$ cat src/rtl/muldiv_pkg.sv
// Shared encodings for the iterative multiply/divide unit: op codes, FSM states, default width.
package muldiv_pkg;

   localparam int WIDTH_DEF = 32;

   localparam logic [1:0] OP_UMULL = 2'b00;
   localparam logic [1:0] OP_SMULL = 2'b01;
   localparam logic [1:0] OP_UDIV  = 2'b10;
   localparam logic [1:0] OP_SDIV  = 2'b11;

   typedef enum logic [1:0] {
      ST_IDLE = 2'd0,
      ST_CALC = 2'd1,
      ST_FIX  = 2'd2,
      ST_DONE = 2'd3
   } state_t;

endpackage

$ cat src/rtl/muldiv_step.sv
// One combinational iteration: shift-add for multiply, restoring shift-subtract for divide.
module muldiv_step
   import muldiv_pkg::*;
#(
   parameter int WIDTH = WIDTH_DEF
) (
   input  logic [2*WIDTH-1:0] acc_in,
   input  logic [WIDTH-1:0]   operand,
   input  logic               is_div,
   input  logic               in_bit,
   output logic [2*WIDTH-1:0] acc_out,
   output logic               q_bit
);

   logic [WIDTH:0]   sum;
   logic [WIDTH:0]   rem_sh;
   logic [WIDTH-1:0] diff;
   logic [WIDTH-1:0] rem_new;

   always_comb begin
      sum     = {1'b0, acc_in[2*WIDTH-1:WIDTH]} + (in_bit ? {1'b0, operand} : '0);
      rem_sh  = {acc_in[2*WIDTH-1:WIDTH], in_bit};
      // The shifted remainder can exceed 2^WIDTH, so compare rather than rely on a borrow bit.
      q_bit   = is_div && (rem_sh >= {1'b0, operand});
      diff    = rem_sh[WIDTH-1:0] - operand;
      rem_new = q_bit ? diff : rem_sh[WIDTH-1:0];
      if (is_div) begin
         acc_out = {rem_new, acc_in[WIDTH-2:0], q_bit};
      end else begin
         acc_out = {sum, acc_in[WIDTH-1:1]};
      end
   end

endmodule

$ cat src/rtl/muldiv_seq.sv
// Iterative multiply/divide responder: WIDTH-cycle CALC loop, sign fixup, one-cycle done pulse.
//
// state   | meaning
// IDLE    | waiting for start
// CALC    | one shift-add / shift-subtract iteration per cycle
// FIX     | sign correction, special cases, output registers written
// DONE    | done pulse; a new start is accepted here
module muldiv_seq
   import muldiv_pkg::*;
#(
   parameter int WIDTH = WIDTH_DEF
) (
   input  logic             clk,
   input  logic             reset,
   input  logic             start,
   input  logic [1:0]       op,
   input  logic [WIDTH-1:0] a,
   input  logic [WIDTH-1:0] b,
   output logic             busy,
   output logic             done,
   output logic [WIDTH-1:0] result_lo,
   output logic [WIDTH-1:0] result_hi,
   output logic [1:0]       flags,
   output logic             div_zero
);

   localparam int CNT_W = $clog2(WIDTH);
   localparam logic [CNT_W-1:0] CNT_LAST = CNT_W'(WIDTH - 1);

   state_t             state_q, state_d;
   logic [CNT_W-1:0]   cnt_q, cnt_d;
   logic [1:0]         op_q, op_d;
   logic [WIDTH-1:0]   mag_a_q, mag_a_d;
   logic [WIDTH-1:0]   mag_b_q, mag_b_d;
   logic [WIDTH-1:0]   a_raw_q, a_raw_d;
   logic               sign_a_q, sign_a_d;
   logic               sign_b_q, sign_b_d;
   logic [2*WIDTH-1:0] acc_q, acc_d;
   logic [WIDTH-1:0]   res_lo_q, res_lo_d;
   logic [WIDTH-1:0]   res_hi_q, res_hi_d;
   logic [1:0]         flags_q, flags_d;
   logic               div_zero_q, div_zero_d;

   logic               is_div;
   logic               step_in_bit;
   logic [WIDTH-1:0]   step_operand;
   logic [2*WIDTH-1:0] step_acc;
   logic               step_q_bit;
   logic [2*WIDTH-1:0] fix_prod;
   logic [WIDTH-1:0]   fix_quo;
   logic [WIDTH-1:0]   fix_rem;
   logic               req_sign_a;
   logic               req_sign_b;

   assign is_div       = op_q[1];
   // Multiplier bits are consumed LSB first, dividend bits MSB first.
   assign step_in_bit  = is_div ? mag_a_q[CNT_LAST - cnt_q] : mag_b_q[cnt_q];
   assign step_operand = is_div ? mag_b_q : mag_a_q;

   muldiv_step #(.WIDTH(WIDTH)) u_step (
      .acc_in  (acc_q),
      .operand (step_operand),
      .is_div  (is_div),
      .in_bit  (step_in_bit),
      .acc_out (step_acc),
      .q_bit   (step_q_bit)
   );

   assign req_sign_a = op[0] & a[WIDTH-1];
   assign req_sign_b = op[0] & b[WIDTH-1];

   always_comb begin
      fix_prod = ((op_q == OP_SMULL) && (sign_a_q ^ sign_b_q)) ? -acc_q : acc_q;
      fix_quo  = ((op_q == OP_SDIV) && (sign_a_q ^ sign_b_q)) ? -acc_q[WIDTH-1:0]
                                                             : acc_q[WIDTH-1:0];
      fix_rem  = ((op_q == OP_SDIV) && sign_a_q) ? -acc_q[2*WIDTH-1:WIDTH]
                                                 : acc_q[2*WIDTH-1:WIDTH];
   end

   always_comb begin
      state_d    = state_q;
      cnt_d      = cnt_q;
      op_d       = op_q;
      mag_a_d    = mag_a_q;
      mag_b_d    = mag_b_q;
      a_raw_d    = a_raw_q;
      sign_a_d   = sign_a_q;
      sign_b_d   = sign_b_q;
      acc_d      = acc_q;
      res_lo_d   = res_lo_q;
      res_hi_d   = res_hi_q;
      flags_d    = flags_q;
      div_zero_d = div_zero_q;

      case (state_q)
         ST_IDLE, ST_DONE: begin
            if (start) begin
               op_d     = op;
               sign_a_d = req_sign_a;
               sign_b_d = req_sign_b;
               mag_a_d  = req_sign_a ? -a : a;
               mag_b_d  = req_sign_b ? -b : b;
               a_raw_d  = a;
               acc_d    = '0;
               cnt_d    = '0;
               state_d  = ST_CALC;
            end else begin
               state_d  = ST_IDLE;
            end
         end
         ST_CALC: begin
            acc_d = step_acc;
            cnt_d = cnt_q + 1'b1;
            if (cnt_q == CNT_LAST) begin
               state_d = ST_FIX;
            end
         end
         ST_FIX: begin
            if (!is_div) begin
               res_lo_d   = fix_prod[WIDTH-1:0];
               res_hi_d   = fix_prod[2*WIDTH-1:WIDTH];
               flags_d    = {fix_prod[2*WIDTH-1], fix_prod == '0};
               div_zero_d = 1'b0;
            end else if (mag_b_q == '0) begin
               res_lo_d   = '0;
               res_hi_d   = a_raw_q;
               flags_d    = 2'b01;
               div_zero_d = 1'b1;
            end else begin
               // MIN/-1 needs no special path: |MIN|/1 negated wraps back to MIN, remainder 0.
               res_lo_d   = fix_quo;
               res_hi_d   = fix_rem;
               flags_d    = {fix_quo[WIDTH-1], fix_quo == '0};
               div_zero_d = 1'b0;
            end
            state_d = ST_DONE;
         end
         default: state_d = ST_IDLE;
      endcase
   end

   always_ff @(posedge clk) begin
      if (!reset) begin
         state_q    <= ST_IDLE;
         cnt_q      <= '0;
         op_q       <= '0;
         mag_a_q    <= '0;
         mag_b_q    <= '0;
         a_raw_q    <= '0;
         sign_a_q   <= 1'b0;
         sign_b_q   <= 1'b0;
         acc_q      <= '0;
         res_lo_q   <= '0;
         res_hi_q   <= '0;
         flags_q    <= '0;
         div_zero_q <= 1'b0;
      end else begin
         state_q    <= state_d;
         cnt_q      <= cnt_d;
         op_q       <= op_d;
         mag_a_q    <= mag_a_d;
         mag_b_q    <= mag_b_d;
         a_raw_q    <= a_raw_d;
         sign_a_q   <= sign_a_d;
         sign_b_q   <= sign_b_d;
         acc_q      <= acc_d;
         res_lo_q   <= res_lo_d;
         res_hi_q   <= res_hi_d;
         flags_q    <= flags_d;
         div_zero_q <= div_zero_d;
      end
   end

   assign busy      = (state_q == ST_CALC) || (state_q == ST_FIX);
   assign done      = (state_q == ST_DONE);
   assign result_lo = res_lo_q;
   assign result_hi = res_hi_q;
   assign flags     = flags_q;
   assign div_zero  = div_zero_q;

endmodule
$ cat config.mk
export PLATFORM = sky130hd
export DESIGN_NAME = muldiv_seq
export DESIGN_NICKNAME = d
export VERILOG_FILES = /design/src/rtl/muldiv_pkg.sv /design/src/rtl/muldiv_step.sv /design/src/rtl/muldiv_seq.sv
export SDC_FILE = /design/constraint.sdc
export NUM_CORES = 1
export LEC_CHECK = 0
export BUFFER_PORTS_ARGS = -buffer_cell sky130_fd_sc_hd__buf_4
export CAP_MARGIN = 20
export CORE_AREA = 2 2 198 200
export DETAILED_ROUTE_END_ITERATION = 12
export DIE_AREA = 0 0 200 202
export PLACE_DENSITY = 0.67
export SETUP_SLACK_MARGIN = 0.2
export SYNTH_ARGS = -nofsm -noshare
export SYNTH_HDL_FRONTEND = slang
export SYNTH_SLANG_ARGS = --single-unit
export TNS_END_PERCENT = 1
$ cat constraint.sdc
create_clock -name clk -period 11.14 [get_ports clk]
set_input_delay 2.228 -clock clk [delete_from_list [all_inputs] [get_ports clk]]
set_output_delay 2.228 -clock clk [all_outputs]
set_load 0.1 [all_outputs]
After elaboration in Yosys (flattened, before gate mapping). Index checks and enable logic that the tools add are counted. W data, S select, Z words.

Memory bits (read-only): 0. Bits in latches: 0. Output and inout bits: 69. Bits in writable memories: 0. Bits in registers: 238. Bits of input ports: 69. Memories kept: 0. Word-level logic and storage cells: 78.

$mul: 0. Mux-type cells: 29. $add $sub $neg: 9. Divide/modulo/power cells: 0. Shift operators: 0. Eq/ne operators: 8. Reductions and logical operators: 13. Magnitude comparators: 3. Bitwise logic cells: 3.

Operators by type and width (number): $mux W32 (11); $mux W64 (3); $neg A32 Y32 (4); $pmux W64 S2 (1); $logic_not A32 Y1 (2); $logic_not A64 Y1 (1); $neg A64 Y64 (1); $add A32 B33 Y33 (1); $ge A33 B32 Y1 (1); $sub A32 B32 Y32 (1); $lt A5 B6 Y1 const B (2); $bmux W1 S5 (2); $pmux W5 S2 (1); $eq A2 B2 Y1 const B (3); $mux W1 (6); $mux W2 (3); $pmux W2 S3 (1); $add A5 B1 Y5 const B (1); $eq A5 B5 Y1 const B (1); $mux W5 (1); $sub A5 B5 Y5 const A (1); $eq A2 B1 Y1 const B (2); $logic_and A1 B1 Y1 (4); $ne A2 B2 Y1 const B (2); 7 further kinds (9).

Longest topological paths before layout. Gate-level depths: netlist (run 1).

Depth in word-level cells: 9. Depth in mapped cells: 21. Mapped depth without buffers: 19.

Cells and area by module. A second synthesis (run 1) with hierarchy kept.

Cell total of the unflattened synthesis: 2665. Area, all modules: 19428.6 µm².

Modules (own cells, without submodules): muldiv_seq (cells an instance 1986, area an instance 14762.9 µm², sequential area each 4744.6 µm², times used 1); muldiv_step (cells an instance 679, area an instance 4665.7 µm², sequential area each 0.0 µm², times used 1).

Worst setup path before layout (run 1). OpenSTA, ideal clock, no wires.

Path type: register to register. Start point: register cnt_q[0]. End point: register acc_q[56]. Path buffers: 3. Stages on the path, launching flop included: 21. Period minus slack after synthesis: 5359 ps. Required time: 11013 ps. Data arrival time: 5232 ps. Library setup time: 127 ps. Path slack: 5781 ps. Path through: dfxtp_1 -> clkbuf_1 -> clkbuf_1 -> mux4_2 -> mux4_2 -> mux2i_1 -> nand2_1 -> o21ai_1 -> clkbuf_1 -> ha_1 -> inv_1 -> fa_1 -> a211oi_1 -> o21ai_0 -> a211oi_1 -> o21ai_0 -> a21oi_1 -> nor2b_1 -> xor2_1 -> o221ai_1 -> or3_1.

Word-level cells in the longest chain between the ends: 9. Elaborated cells between the ends (all ways): 14. Classes of those cells: 3 x add/sub; 1 x order compare; 9 x mux; 1 x reduce/logical.

RTL lines: from (decl) (RTL line muldiv_seq.sv:31) `logic [CNT_W-1:0] cnt_q, cnt_d;`; from (signal assigned) (RTL line muldiv_seq.sv:159) `cnt_q <= cnt_d;`; $sub A5 B5 Y5 (RTL line muldiv_seq.sv:57) `assign step_in_bit = is_div ? mag_a_q[CNT_LAST - cnt_q] : mag_b_q[cnt_q];`; $bmux W1 S5 (RTL line muldiv_seq.sv:57); $mux W1 (implied by the code) (RTL line muldiv_seq.sv:57); $mux W1 (*) (RTL line muldiv_seq.sv:57); $ge A33 B32 Y1 (RTL line muldiv_step.sv:24) `q_bit = is_div && (rem_sh >= {1'b0, operand});`; $logic_and A1 B1 Y1 (RTL line muldiv_step.sv:24); $mux W32 (RTL line muldiv_step.sv:26) `rem_new = q_bit ? diff : rem_sh[WIDTH-1:0];`; $mux W64 (*) (RTL line muldiv_step.sv:27) `if (is_div) begin`; $pmux W64 S2 (*) (RTL line muldiv_seq.sv:95) `case (state_q)`; to (signal assigned) (RTL line muldiv_seq.sv:152) `acc_q <= '0;`; to (signal assigned) (RTL line muldiv_seq.sv:166) `acc_q <= acc_d;`; to (decl) (RTL line muldiv_seq.sv:38) `logic [2*WIDTH-1:0] acc_q, acc_d;`.

Every way passes the cells marked *; elsewhere a longest branch is shown, timed or not. The select of a mux whose other input is x is not followed. A chain may end at the register's enable or synchronous reset.

Worst setup path in the final report (run 1).
Start point: register op_q[1]. End point: register acc_q[45].

Word-level cells in the longest chain between the ends: 6. Elaborated cells between the ends (all ways): 10. Classes of those cells: 2 x add/sub; 1 x order compare; 6 x mux; 1 x reduce/logical.

RTL lines: from (decl) (RTL line muldiv_seq.sv:32) `logic [1:0] op_q, op_d;`; from (signal assigned) (RTL line muldiv_seq.sv:160) `op_q <= op_d;`; $mux W1 or $mux W32 (tied branches) (RTL line muldiv_seq.sv:57, muldiv_seq.sv:58); $ge A33 B32 Y1 (RTL line muldiv_step.sv:24); $logic_and A1 B1 Y1 (RTL line muldiv_step.sv:24); $mux W32 (RTL line muldiv_step.sv:26); $mux W64 (*) (RTL line muldiv_step.sv:27); $pmux W64 S2 (*) (RTL line muldiv_seq.sv:95).

Every way passes the cells marked *; elsewhere a longest branch is shown, timed or not.

==> out/metrics.cfg, run 1 <==
[global_routing]
grt_pass1_vias = 18000
grt_pass1_wl_mm = 108
grtUsageMet1_pct = 48.4
overflow = 0
grt_util_all_layers_pct = 34.2
top_usage_layer = met2
grt_max_degree = 109
antenna_found_initial = 2
use_met3_pct = 5.72
use_met2_pct = 53.3

[cts]
cts_buffers = 28
clkTransAtPathRegs_ns = 0.06
root_buffer = clkbuf_16
cts_tree = built
cts_sinks = 237
cts_hold_buffers = 0
clock_tree.buffer_depth = 3
clk_latency_ns = 0.59
cts_max_level = 1
post-cts-setup-buffers = 0
cts-resized-gates = 0

[critical_path]
crit_path_end_kind = flip-flop
path_class = flip-flop to flip-flop
crit_required_ns = 11.60
start_kind = flip-flop
critPathMaxFanout = 60
cpLargestDelayFamily = compound AO/OA/AOI/OAI gates
cpMaxStageDelayCell = dfxtp_4
crit_buf_inv = 2
cp_cell_sequence = buf_4 > mux2i_1 > ha_1 > a211oi_1 > o21bai_1 > o311ai_0 > a31oi_1 > or3_1 > buf_4 > mux2i_1 > a21oi_1 > a22o_1
arrival_ns = 6.16
cpPeakStageDelay_ns = 0.79

[floorplan]
die-area_um2 = 40400
core_um2 = 38300
rows = 72
die_h_um = 202
die_w_um = 200
initial_core_util_pct = 49.2
ios = 138

[run]
max-cap-violations = 0

[synthesis]
synth_edf_count = 0
ys_ff_latch = 237
ys_types = 89
synthFlopType = dfxtp_1
syn_nets = 2702
ys_warn_count = 0
seq_area_frac_synth_pct = 25.2
synth_area_per_cell_um2 = 7.38
syn-cell-area_um2 = 18900
netlist_instances = 2556
postSynth.asyncResetShare_pct = 0

[sta]
setup_tns_ns = 0
setup_viol = 0
tightest_slew_ns = 1.03
final.setup_skew_ns = 0.0366
drv_slew = 0
fin_crit_sh_pct = 51.2
maxClockFrequency_mhz = 175
max_slew_margin_pct = 31.3
fin_crit_ns = 5.70
grt_setup_unrepaired = false
finalHoldViolations = 0

[routing]
antenna_left = 0
routed_wl_mm = 70.0
avgRoutedWirePerCell_um = 22.6
first_pass_iters = 6
drcViolationCount = 0
drt-initial-drc-count = 1997
vias = 19700
vias_per_cell = 6.37

[power]
powerDensity_nw_per_um2 = 191
ir_worst_vdd_v = 0.000142
leakage_nw = 7.98

[finish]
regArea_um2 = 4750
final_cells = 3094
area_delta_synth_final_pct = 11.4
nFillCells = 3732
fin_nets = 2701
multiInputGateArea_um2 = 13200
drive_above_1_share_pct = 11.8

[status]
status = complete, no violations

[placement]
dp.cells = 3042
routabilityCongestion = 0.976
port_buffers = 137
dp_hpwl_mm = 52.1

[min_path]
hp-class = flip-flop to flip-flop

==> per-stage QoR <==
| stage | hold slack [ns] | cell area (um^2) | power [mW] | utilization [%] | setup WS [ns] |
|---|---|---|---|---|---|
| after detailed placement | 0.446 | 20000 | 3.02 | 52.3 | 5.23 |
| after CTS | 0.455 | 21000 | 3.98 | 54.8 | 5.22 |
| after global placement | 0.444 | 20000 | 3.00 | 52.3 | 5.33 |
| final | 0.456 | 21000 | 4.02 | 54.9 | 5.44 |
| after floorplan | 0.432 | 18900 | 2.47 | - | 5.78 |
| after global routing | 0.471 | 21000 | 4.22 | 54.9 | 5.12 |
==> report_power, final <==
| group | switching [mW] | total [mW] | internal, mW | leakage, nW |
|---|---|---|---|---|
| clock network | 0.391 | 0.955 | 0.564 | 0.460 |
| logic | 1.31 | 1.93 | 0.613 | 5.58 |
| registers | 0.157 | 1.13 | 0.976 | 1.93 |
| total | 1.86 | 4.02 | 2.15 | 7.98 |
==> cell usage after synthesis (7+ instances only) <==
| library cell | n | share of area [%] |
|---|---|---|
| a21oi_1 | 259 | 6.9 |
| or2_2 | 7 | 0.23 |
| mux2_2 | 33 | 2.0 |
| xnor2_1 | 110 | 5.1 |
| nor4_1 | 34 | 1.1 |
| nand2b_1 | 18 | 0.60 |
| mux4_2 | 20 | 2.4 |
| o221ai_1 | 9 | 0.42 |
| or3_1 | 38 | 1.3 |
| nor3_1 | 62 | 1.6 |
| o21a_1 | 14 | 0.56 |
| or4_1 | 17 | 0.68 |
| a31oi_1 | 25 | 0.83 |
| clkbuf_1 | 175 | 3.5 |
| nor2_1 | 311 | 6.2 |
| a21o_1 | 24 | 0.96 |
| o22ai_1 | 9 | 0.30 |
| nand3_1 | 89 | 2.4 |
| and3_1 | 22 | 0.73 |
| inv_1 | 37 | 0.74 |
| and2_1 | 14 | 0.46 |
| o21bai_1 | 8 | 0.32 |
| nand2_1 | 281 | 5.6 |
| a211oi_1 | 66 | 2.6 |
| o41ai_1 | 8 | 0.37 |
| a311oi_1 | 10 | 0.46 |
| dfxtp_1 | 237 | 25 |
| o21ai_0 | 154 | 4.1 |
| a22oi_1 | 13 | 0.52 |
| a32oi_1 | 7 | 0.33 |
| o31ai_1 | 20 | 0.80 |
| buf_1 | 18 | 0.36 |
| nand4_1 | 24 | 0.80 |
| xor2_1 | 83 | 3.9 |
| mux2i_1 | 66 | 3.5 |
| o211ai_1 | 39 | 1.6 |
| ha_1 | 75 | 5.0 |
| nor2b_1 | 11 | 0.36 |
==> cell families (layout without fill, tap and decap cells) <==
logic type,after synthesis,count (layout),share of synthesized area [%]
buffers and inverters,237,256,4.85
other,0,1,0
DFF,237,237,25.2
muxes,119,119,7.86
AOI/OAI and AO/OA,729,729,24.2
xor gates and xnor gates,193,193,8.96
and+or+nand+nor,964,964,23.8
adders and majority gates,77,77,5.19
==> layout by cell type, fill, tap and decap left out, drive strengths merged, types with 39 or more instances in the layout <==
cell    count
nor3       62
or3        39
buf       167
nand3      89
a211oi     66
a21oi     259
inv        39
xor2       83
dfxtp     237
o21ai     155
ha         75
nand2     281
o211ai     39
mux2i      66
nor2      311
xnor2     110
==> metal layers <==
metal / routed length [um] / part of all wire, %
met5: 34 / 0.049
met4: 2150 / 3.1
met3: 6120 / 8.7
met2: 31200 / 45
met1: 30500 / 44
==> worst min-delay path, cell delays in order, from the launching register on <==
cell	delay (ns)
dfxtp_1	0.31
nand2_1	0.05
a21oi_1	0.05
==> layout make-up <==
type	count	share of cell area [%]
multi-input cells	2082	63.0
clock inverters	13	0.792
well taps	518	3.09
diodes	1	0.0119
inverters	39	0.721
clock buffers	37	3.73
repair buffers	167	6.08
flip-flops and latches	237	22.6
==> worst paths after layout <==
kind	end	slack, ns	cells past startpoint	startpoint
setup reg to reg	acc_q[45]	5.44	12	op_q[1]
hold / removal	a_raw_q[13]	0.46	2	a_raw_q[13]
setup / recovery	acc_q[45]	5.44	12	op_q[1]
hold reg to reg	a_raw_q[13]	0.46	2	a_raw_q[13]
==> flip-flops by register name (all words and copies together), names as in the netlist <==
register	cells
a_raw_q	31
acc_q	64
cnt_q	5
div_zero	1
flags	2
mag_a_q	32
mag_b_q	32
op_q	2
result_hi	32
result_lo	32
sign_a_q	1
sign_b_q	1
state_q	2
Note: power is estimated with default switching activity, not from simulation.
==> run 2: changes to the inputs <==
--- a/config.mk
+++ b/config.mk
@@ -10,7 +10,7 @@
 export CORE_AREA = 2 2 198 200
 export DETAILED_ROUTE_END_ITERATION = 12
 export DIE_AREA = 0 0 200 202
-export PLACE_DENSITY = 0.67
+export PLACE_DENSITY = 0.7
 export SETUP_SLACK_MARGIN = 0.2
 export SYNTH_ARGS = -nofsm -noshare
 export SYNTH_HDL_FRONTEND = slang
==> constraint.sdc (replaced) <==
create_clock -name clk -period 4.59 [get_ports clk]
set_input_delay 0.918 -clock clk [delete_from_list [all_inputs] [get_ports clk]]
set_output_delay 0.918 -clock clk [all_outputs]
set_load 0.1 [all_outputs]
==> run 2 against run 1 <==
Net effect:
- the run now ends with setup timing left
- flip-flop and latch count unchanged
- cell count up 5.3%
- utilization up 4.3 points
- sequential power up 130%
- power rose to 2.6 times the previous value
- clock skew down 0.020 ns
- highest routed layer unchanged
==> out/metrics.cfg, run 2 (same netlist as run 1, synthesis figures left out) <==
[run]
max-cap-violations = 0

[critical_path]
crit_required_ns = 5.08
path_class = flip-flop to flip-flop
arrival_ns = 5.16
cpMaxStageDelayCell = mux4_2
cpLargestDelayFamily = compound AO/OA/AOI/OAI gates
cp_cell_sequence = buf_12 > buf_12 > mux4_2 > mux4_2 > mux2_4 > o21ai_2 > buf_6 > buf_8 > nor2_1 > ha_1 > a21oi_1 > o21ai_1 > a221o_1 > a22o_1 > a211oi_4 > o21ai_2 > xnor2_1 > or3_1 > a31oi_1
crit_path_end_kind = flip-flop
crit_buf_inv = 4
start_kind = flip-flop
cpPeakStageDelay_ns = 0.49
critPathMaxFanout = 6

[global_routing]
grt_max_degree = 114
grt_pass1_wl_mm = 112
overflow = 0
grt_pass1_vias = 19600
antenna_found_initial = 1
grt_util_all_layers_pct = 35.6

[routing]
drt-initial-drc-count = 2250
avgRoutedWirePerCell_um = 22.6
first_pass_iters = 6
drcViolationCount = 0
vias_per_cell = 6.40
vias = 20900
antenna_left = 0
routed_wl_mm = 73.6

[sta]
grt_setup_unrepaired = true
finalHoldViolations = 0
drv_slew = 0
setup_viol = 4
maxClockFrequency_mhz = 214
worst_slack_ns = -0.0829
max_slew_margin_pct = 36.8
fin_crit_sh_pct = 102
setup_tns_ns = -0.195
whs_ns = 0.456
final.setup_skew_ns = 0.0165
tightest_slew_ns = 0.939
fin_crit_ns = 4.67

[status]
status = finished with violations
violations = setup timing

[finish]
largest_reg_flops = 64
n_antenna_cell = 0
final_cells = 3259
utilization_pct = 59.2
fin_nets = 2867
final_cell_mix = buf_4 (319), nor2_1 (308), nand2_1 (281)
stdcell_area_um2 = 22700
area_delta_synth_final_pct = 20.2
top_register = acc_q
final_common_cell = buf_4
drive_above_1_share_pct = 18.6

[cts]
clk_latency_ns = 0.58
clkTransAtPathRegs_ns = 0.06
cts_hold_buffers = 0
clock_tree.buffer_depth = 3
root_buffer = clkbuf_16
cts_buffers = 28
cts_sinks = 237
cts_max_level = 1
cts_tree = built

[min_path]
hp-class = flip-flop to flip-flop

[floorplan]
rows = 72
die_w_um = 200
die-area_um2 = 40400
ios = 138
core_um2 = 38300
die_h_um = 202
initial_core_util_pct = 49.2

[power]
ir_worst_vdd_v = 0.000574
leakage_nw = 8.90
p_total_mw = 10.5
powerDensity_nw_per_um2 = 463

[placement]
pre_cts_slack_ns = -0.270
port_buffers = 137
postPlaceCellArea_um2 = 21200
dp_hpwl_mm = 55.2
dp.cells = 3195
routabilityCongestion = 1.06

-- run 2: changes by cell type in the layout (fill, tap and decap cells not counted), moves of 4 or more --
cell | before | now
a211oi_1 | 66 | 59
a211oi_2 | 0 | 5
a21oi_1 | 258 | 252
a21oi_2 | 1 | 7
buf_12 | 0 | 6
buf_4 | 165 | 319
clkbuf_1 | 4 | 8
ha_1 | 74 | 70
o21ai_0 | 154 | 140
o21ai_1 | 0 | 9
o21ai_2 | 1 | 5
-- run 2: power breakdown --
group          switching [mW]  internal, mW  total, mW
Sequential              0.260          2.37       2.63
Clock                   0.927          1.37       2.30
Combinational            3.58          1.98       5.56
Total                    4.77          5.72       10.5
-- run 2: worst register-to-register path, delay by kind of cell, from the launching register on --
family / cells / cell delay, ns
DFF: 1 / 0.39
xor gates and xnor gates: 1 / 0.12
buffers and inverters: 4 / 0.51
muxes: 3 / 1.26
adders and majority gates: 1 / 0.31
AOI/OAI and AO/OA: 8 / 1.61
and+or+nand+nor: 2 / 0.39
-- run 2: layout make-up --
cell class	count	area, um^2
inverter	39	151
multi-input combinational	2082	13500
clock inverter	9	140
fill	3498	15600
timing repair buffer	333	2660
clock buffer	41	800
tap	518	648
sequential	237	4750
-- run 2: metal layers --
layer  share of wire (%)  track usage, %
met5               0.015               0
met4                 6.1            17.2
met3                 9.1            6.04
met2                  45            56.8
met1                  40            46.5
-- run 2: worst paths after layout --
kind / startpoint / endpoint / slack (ns) / depth (start not counted)
max: cnt_q[0] / acc_q[54] / -0.08 / 19
min: a_raw_q[13] / a_raw_q[13] / 0.46 / 2
max reg2reg: cnt_q[0] / acc_q[54] / -0.08 / 19
min reg2reg: a_raw_q[13] / a_raw_q[13] / 0.46 / 2
-- run 2: what timing repair did --
action                     CTS  global route
hold endpoints to repair     0             0
buffers inserted            10             1
gates cloned                 2             1
gates resized for setup     48            33
setup endpoints to repair   29            29
pin swaps                   39            24
